`src/rtl/serial_adder.sv`:
```
// Bit-serial adder: one full-adder bit per clock, LSB first, through IDLE -> RUN -> DONE.
// sum/cout are registered and hold the last completed result until the next DONE.
module serial_adder #(
  parameter int WIDTH = 8
) (
  input  logic             clk,
  input  logic             rst,
  input  logic             start,
  input  logic [WIDTH-1:0] a,
  input  logic [WIDTH-1:0] b,
  input  logic             cin,
  output logic             busy,
  output logic             done,
  output logic [WIDTH-1:0] sum,
  output logic             cout,
  output logic [1:0]       fsm_state
);

  localparam int CW = $clog2(WIDTH + 1);

  typedef enum logic [1:0] {
    IDLE = 2'd0,
    RUN  = 2'd1,
    DONE = 2'd2
  } state_t;

  state_t state, state_next;

  logic [WIDTH-1:0] a_sr, b_sr, res_sr;
  logic             carry;
  logic [CW-1:0]    cnt;
  logic             bit_s, carry_next, last_bit;

  assign bit_s      = a_sr[0] ^ b_sr[0] ^ carry;
  assign carry_next = (a_sr[0] & b_sr[0]) | (carry & (a_sr[0] ^ b_sr[0]));
  assign last_bit   = (cnt == CW'(WIDTH - 1));

  always_ff @(posedge clk) begin
    if (rst) state <= IDLE;
    else     state <= state_next;
  end

  always_comb begin
    state_next = state;
    case (state)
      IDLE:    if (start) state_next = RUN;
      RUN:     if (last_bit) state_next = DONE;
      DONE:    state_next = IDLE;
      default: state_next = IDLE;
    endcase
  end

  // Datapath: operands shift right, the new sum bit enters at the MSB of res_sr.
  always_ff @(posedge clk) begin
    if (rst) begin
      a_sr   <= '0;
      b_sr   <= '0;
      res_sr <= '0;
      carry  <= 1'b0;
      cnt    <= '0;
      sum    <= '0;
      cout   <= 1'b0;
    end else begin
      case (state)
        IDLE: begin
          if (start) begin
            a_sr  <= a;
            b_sr  <= b;
            carry <= cin;
            cnt   <= '0;
          end
        end
        RUN: begin
          a_sr   <= a_sr >> 1;
          b_sr   <= b_sr >> 1;
          res_sr <= {bit_s, res_sr[WIDTH-1:1]};
          carry  <= carry_next;
          cnt    <= cnt + CW'(1);
          if (last_bit) begin
            sum  <= {bit_s, res_sr[WIDTH-1:1]};
            cout <= carry_next;
          end
        end
        default: ;
      endcase
    end
  end

  assign busy      = (state != IDLE);
  assign done      = (state == DONE);
  assign fsm_state = state;

endmodule

```
`config.mk`:
```
export PLATFORM = sky130hd
export DESIGN_NAME = serial_adder
export DESIGN_NICKNAME = d
export VERILOG_FILES = /design/src/rtl/serial_adder.sv
export SDC_FILE = /design/constraint.sdc
export NUM_CORES = 1
export LEC_CHECK = 0
export CAP_MARGIN = 20
export CORE_ASPECT_RATIO = 1.75
export CORE_UTILIZATION = 42
export DETAILED_ROUTE_END_ITERATION = 8
export GPL_TIMING_DRIVEN = 0
export PLACE_DENSITY_LB_ADDON = 0.25
export SYNTH_ARGS = -nofsm -noshare
export SYNTH_HDL_FRONTEND = slang
export SYNTH_SLANG_ARGS = --single-unit
```
`constraint.sdc`:
```
create_clock -name clk -period 2.9 [get_ports clk]
set_input_delay 0.725 -clock clk [delete_from_list [all_inputs] [get_ports clk]]
set_output_delay 0.725 -clock clk [all_outputs]
set_load 0.1 [all_outputs]
```
==> results_dict.tcl <==
set metrics [dict create \
    crit_slowest_cell "clkdlybuf4s50_1" \
    required_ps 2170 \
    cts_hold_buf 0 \
    vias 1661 \
    design_area_sq_um 2360 \
    ant_nets 0 \
    fillers 406 \
    crit_chain "clkdlybuf4s50_1" \
    antenna_found_initial 0 \
    coreArea_sq_um 4230 \
    clkTransAtPathRegs_ps 80 \
    path_delay_family "buffers and inverters" \
    finalCriticalPeriod_ps 2700 \
    grt_max_degree 12 \
    cts_max_level 2 \
    ys_ff_latch 39 \
    hpwl_um 3150 \
    overflow 0 \
    antenna_cells 0 \
    postPlaceCellArea_sq_um 2260 \
    crit_fanout 7 \
    r2r_end "fsm_state[0]" \
    syn_nets 244 \
    dr.pass1.iters 4 \
    hold_class "reg2reg" \
    dp.cells 302 \
    grt_pass1_wl_um 7330 \
    clockBufferDepth 2 \
    netlist_area_sq_um 1880 \
    first_global_vias 1603 \
    r2r-start "fsm_state[0]" \
    syn_inst 222 \
    die_y_um 90.6 \
    hold_path_depth 2 \
    irDropWorstVdd_v 0.000339 \
    hold-path-endpoint "res_sr[1]" \
    initial_core_util 0.445 \
    critPathCaptureType "output port" \
    wire_per_inst_um 14.0 \
    setup_viol 0 \
    dieArea_sq_um 4760 \
    io_pins 33 \
    critical_path_arrival_ps 1970 \
    cts_tree "done" \
    maxSlewHeadroom 0.355 \
    synthToLayoutAreaGrowth_pct 25.6 \
    row_count 31 \
    via_per_inst 5.36 \
    clock_latency_ps 290 \
    power_density_nw_per_um2 488 \
    post_cts_buffers 0 \
    drive_gt1_frac 0.146 \
    port_buffers 31 \
    cp-start-kind "flop" \
    cap_violations 0 \
    syn_area_per_cell_sq_um 8.48 \
    leakage_nw 0.872 \
    fin_crit_sh 0.931 \
    gp_congestion 0.765 \
    ff2ff_path_depth 3 \
    root_buffer "clkbuf_8" \
    yosysUniqueCellTypes 30 \
    clock_sinks 39 \
    drv_slew 0 \
    status "completed" \
    fin_nets 282 \
    setup_slack_ps 201 \
    final_hold_viol_count 0 \
    pre_cts_slack_ps 10.8 \
    grt_use_total 0.207 \
    hold_path_startpoint "res_sr[2]" \
    rsz0062_at_grt "no" \
    fmax_ghz 0.370 \
    clock_skew_ps 8.28 \
    worstMarginPinSlew_ps 965 \
    path_buf_inv 1 \
    critical_path.startpoint "fsm_state[0]" \
    slowest_delay_ps 1190 \
    ys_warn_count 0 \
    synth-seq-area-share 0.415 \
    drtIter0Drc 51 \
    drc 0 \
    dieWidth_um 52.6 \
    path_class "reg2out" \
    rrSetupSlack_ps 1440 \
    drt-total-wl_um 4330 \
    fin_cells 310 \
    cts_resized 6 \
    cts_buffers 5 \
]
[worst max path at each step]
stage	to	slack (ps)	depth (start not counted)
6_report	fsm_state[0]	200	1
3_5_place_dp	busy	10	3
2_1_floorplan	done	180	3
3_3_place_gp	busy	-20	3
5_1_grt	busy	140	3
4_1_cts	fsm_state[0]	210	1
[registers in the layout, indices dropped and copies added, names as in the netlist]
signal and flops:
cnt 4, carry 1, fsm_state 2, b_sr 8
sum 8, cout 1, a_sr 8, res_sr 7
[cells by family after synthesis]
group                      synth area share
AOI/OAI and AO/OA                     0.225
adders and majority gates            0.0173
buffers and inverters                0.0824
DFF                                   0.415
muxes                                0.0532
and+or+nand+nor                       0.207
[cells in the final DEF (no fill, tap or decap), types with 10 or more instances in the layout]
cell / synthesis / routed
dfxtp_1: 39 / 39
a21oi_1: 34 / 34
clkdlybuf4s50_1: 0 / 29
nor2_1: 22 / 22
nand2_1: 19 / 19
nand2b_1: 19 / 19
inv_1: 15 / 15
o221a_2: 14 / 14
clkbuf_1: 9 / 10
mux2i_1: 10 / 10
[per-layer routing]
layer	vias up	GRT usage	wire (um)
met3	10	0.0438	130
met2	42	0.363	2340
li1	837	-	-
met1	772	0.227	1760
met5	-	0	0
met4	0	0.0899	93
[power breakdown]
| part | internal, mW | switching (mW) | total (mW) |
|---|---|---|---|
| clock | 0.217 | 0.187 | 0.404 |
| sequential | 0.560 | 0.0228 | 0.583 |
| combinational | 0.0811 | 0.0854 | 0.167 |
[Yosys cell counts]
| library cell | count | share of area |
|---|---|---|
| dfxtp_1 | 39 | 0.41 |
| clkbuf_1 | 9 | 0.018 |
| a21oi_1 | 34 | 0.090 |
| o221a_2 | 14 | 0.084 |
| a31oi_1 | 2 | 0.0066 |
| buf_2 | 7 | 0.019 |
| nor2b_1 | 5 | 0.017 |
| o22ai_1 | 2 | 0.0066 |
| nand3_1 | 2 | 0.0053 |
| or3_1 | 1 | 0.0033 |
| o22a_1 | 5 | 0.023 |
| buf_4 | 1 | 0.0040 |
| buf_6 | 2 | 0.012 |
| nor3_1 | 1 | 0.0027 |
| nand2_1 | 19 | 0.038 |
| nor3b_1 | 1 | 0.0040 |
| fa_1 | 1 | 0.011 |
| a22oi_1 | 1 | 0.0040 |
| nor3_2 | 1 | 0.0053 |
| nand2b_4 | 1 | 0.0073 |
| o21bai_1 | 1 | 0.0040 |
| ha_1 | 1 | 0.0066 |
| o221a_1 | 1 | 0.0060 |
| nor2_1 | 22 | 0.044 |
| nand3b_1 | 2 | 0.0080 |
| mux2i_1 | 10 | 0.053 |
| inv_1 | 15 | 0.030 |
| nand2b_1 | 19 | 0.063 |
| nor4_1 | 1 | 0.0033 |
| or2_2 | 2 | 0.0066 |
[cell type report]
cell class / instances / area, sq um / area share
clock buffer: 8 / 100 / 0.0424
multi-input combinational: 149 / 953 / 0.403
tap: 49 / 61.3 / 0.0259
buffer: 19 / 98.8 / 0.0418
timing repair buffer: 31 / 313 / 0.132
sequential: 39 / 781 / 0.330
inverter: 15 / 56.3 / 0.0238
[through the flow]
step / total power, mW / util / hold slack (ps) / setup TNS [ps]
global placement: 0.758 / 0.535 / 448 / -23.6
finish: 1.15 / 0.559 / 470 / 0
detailed placement: 0.763 / 0.535 / 461 / 0
floorplan: 0.704 / - / 437 / 0
global route: 1.21 / 0.559 / 497 / 0
CTS: 1.16 / 0.559 / 473 / 0
(Power assumes the default switching activity.)
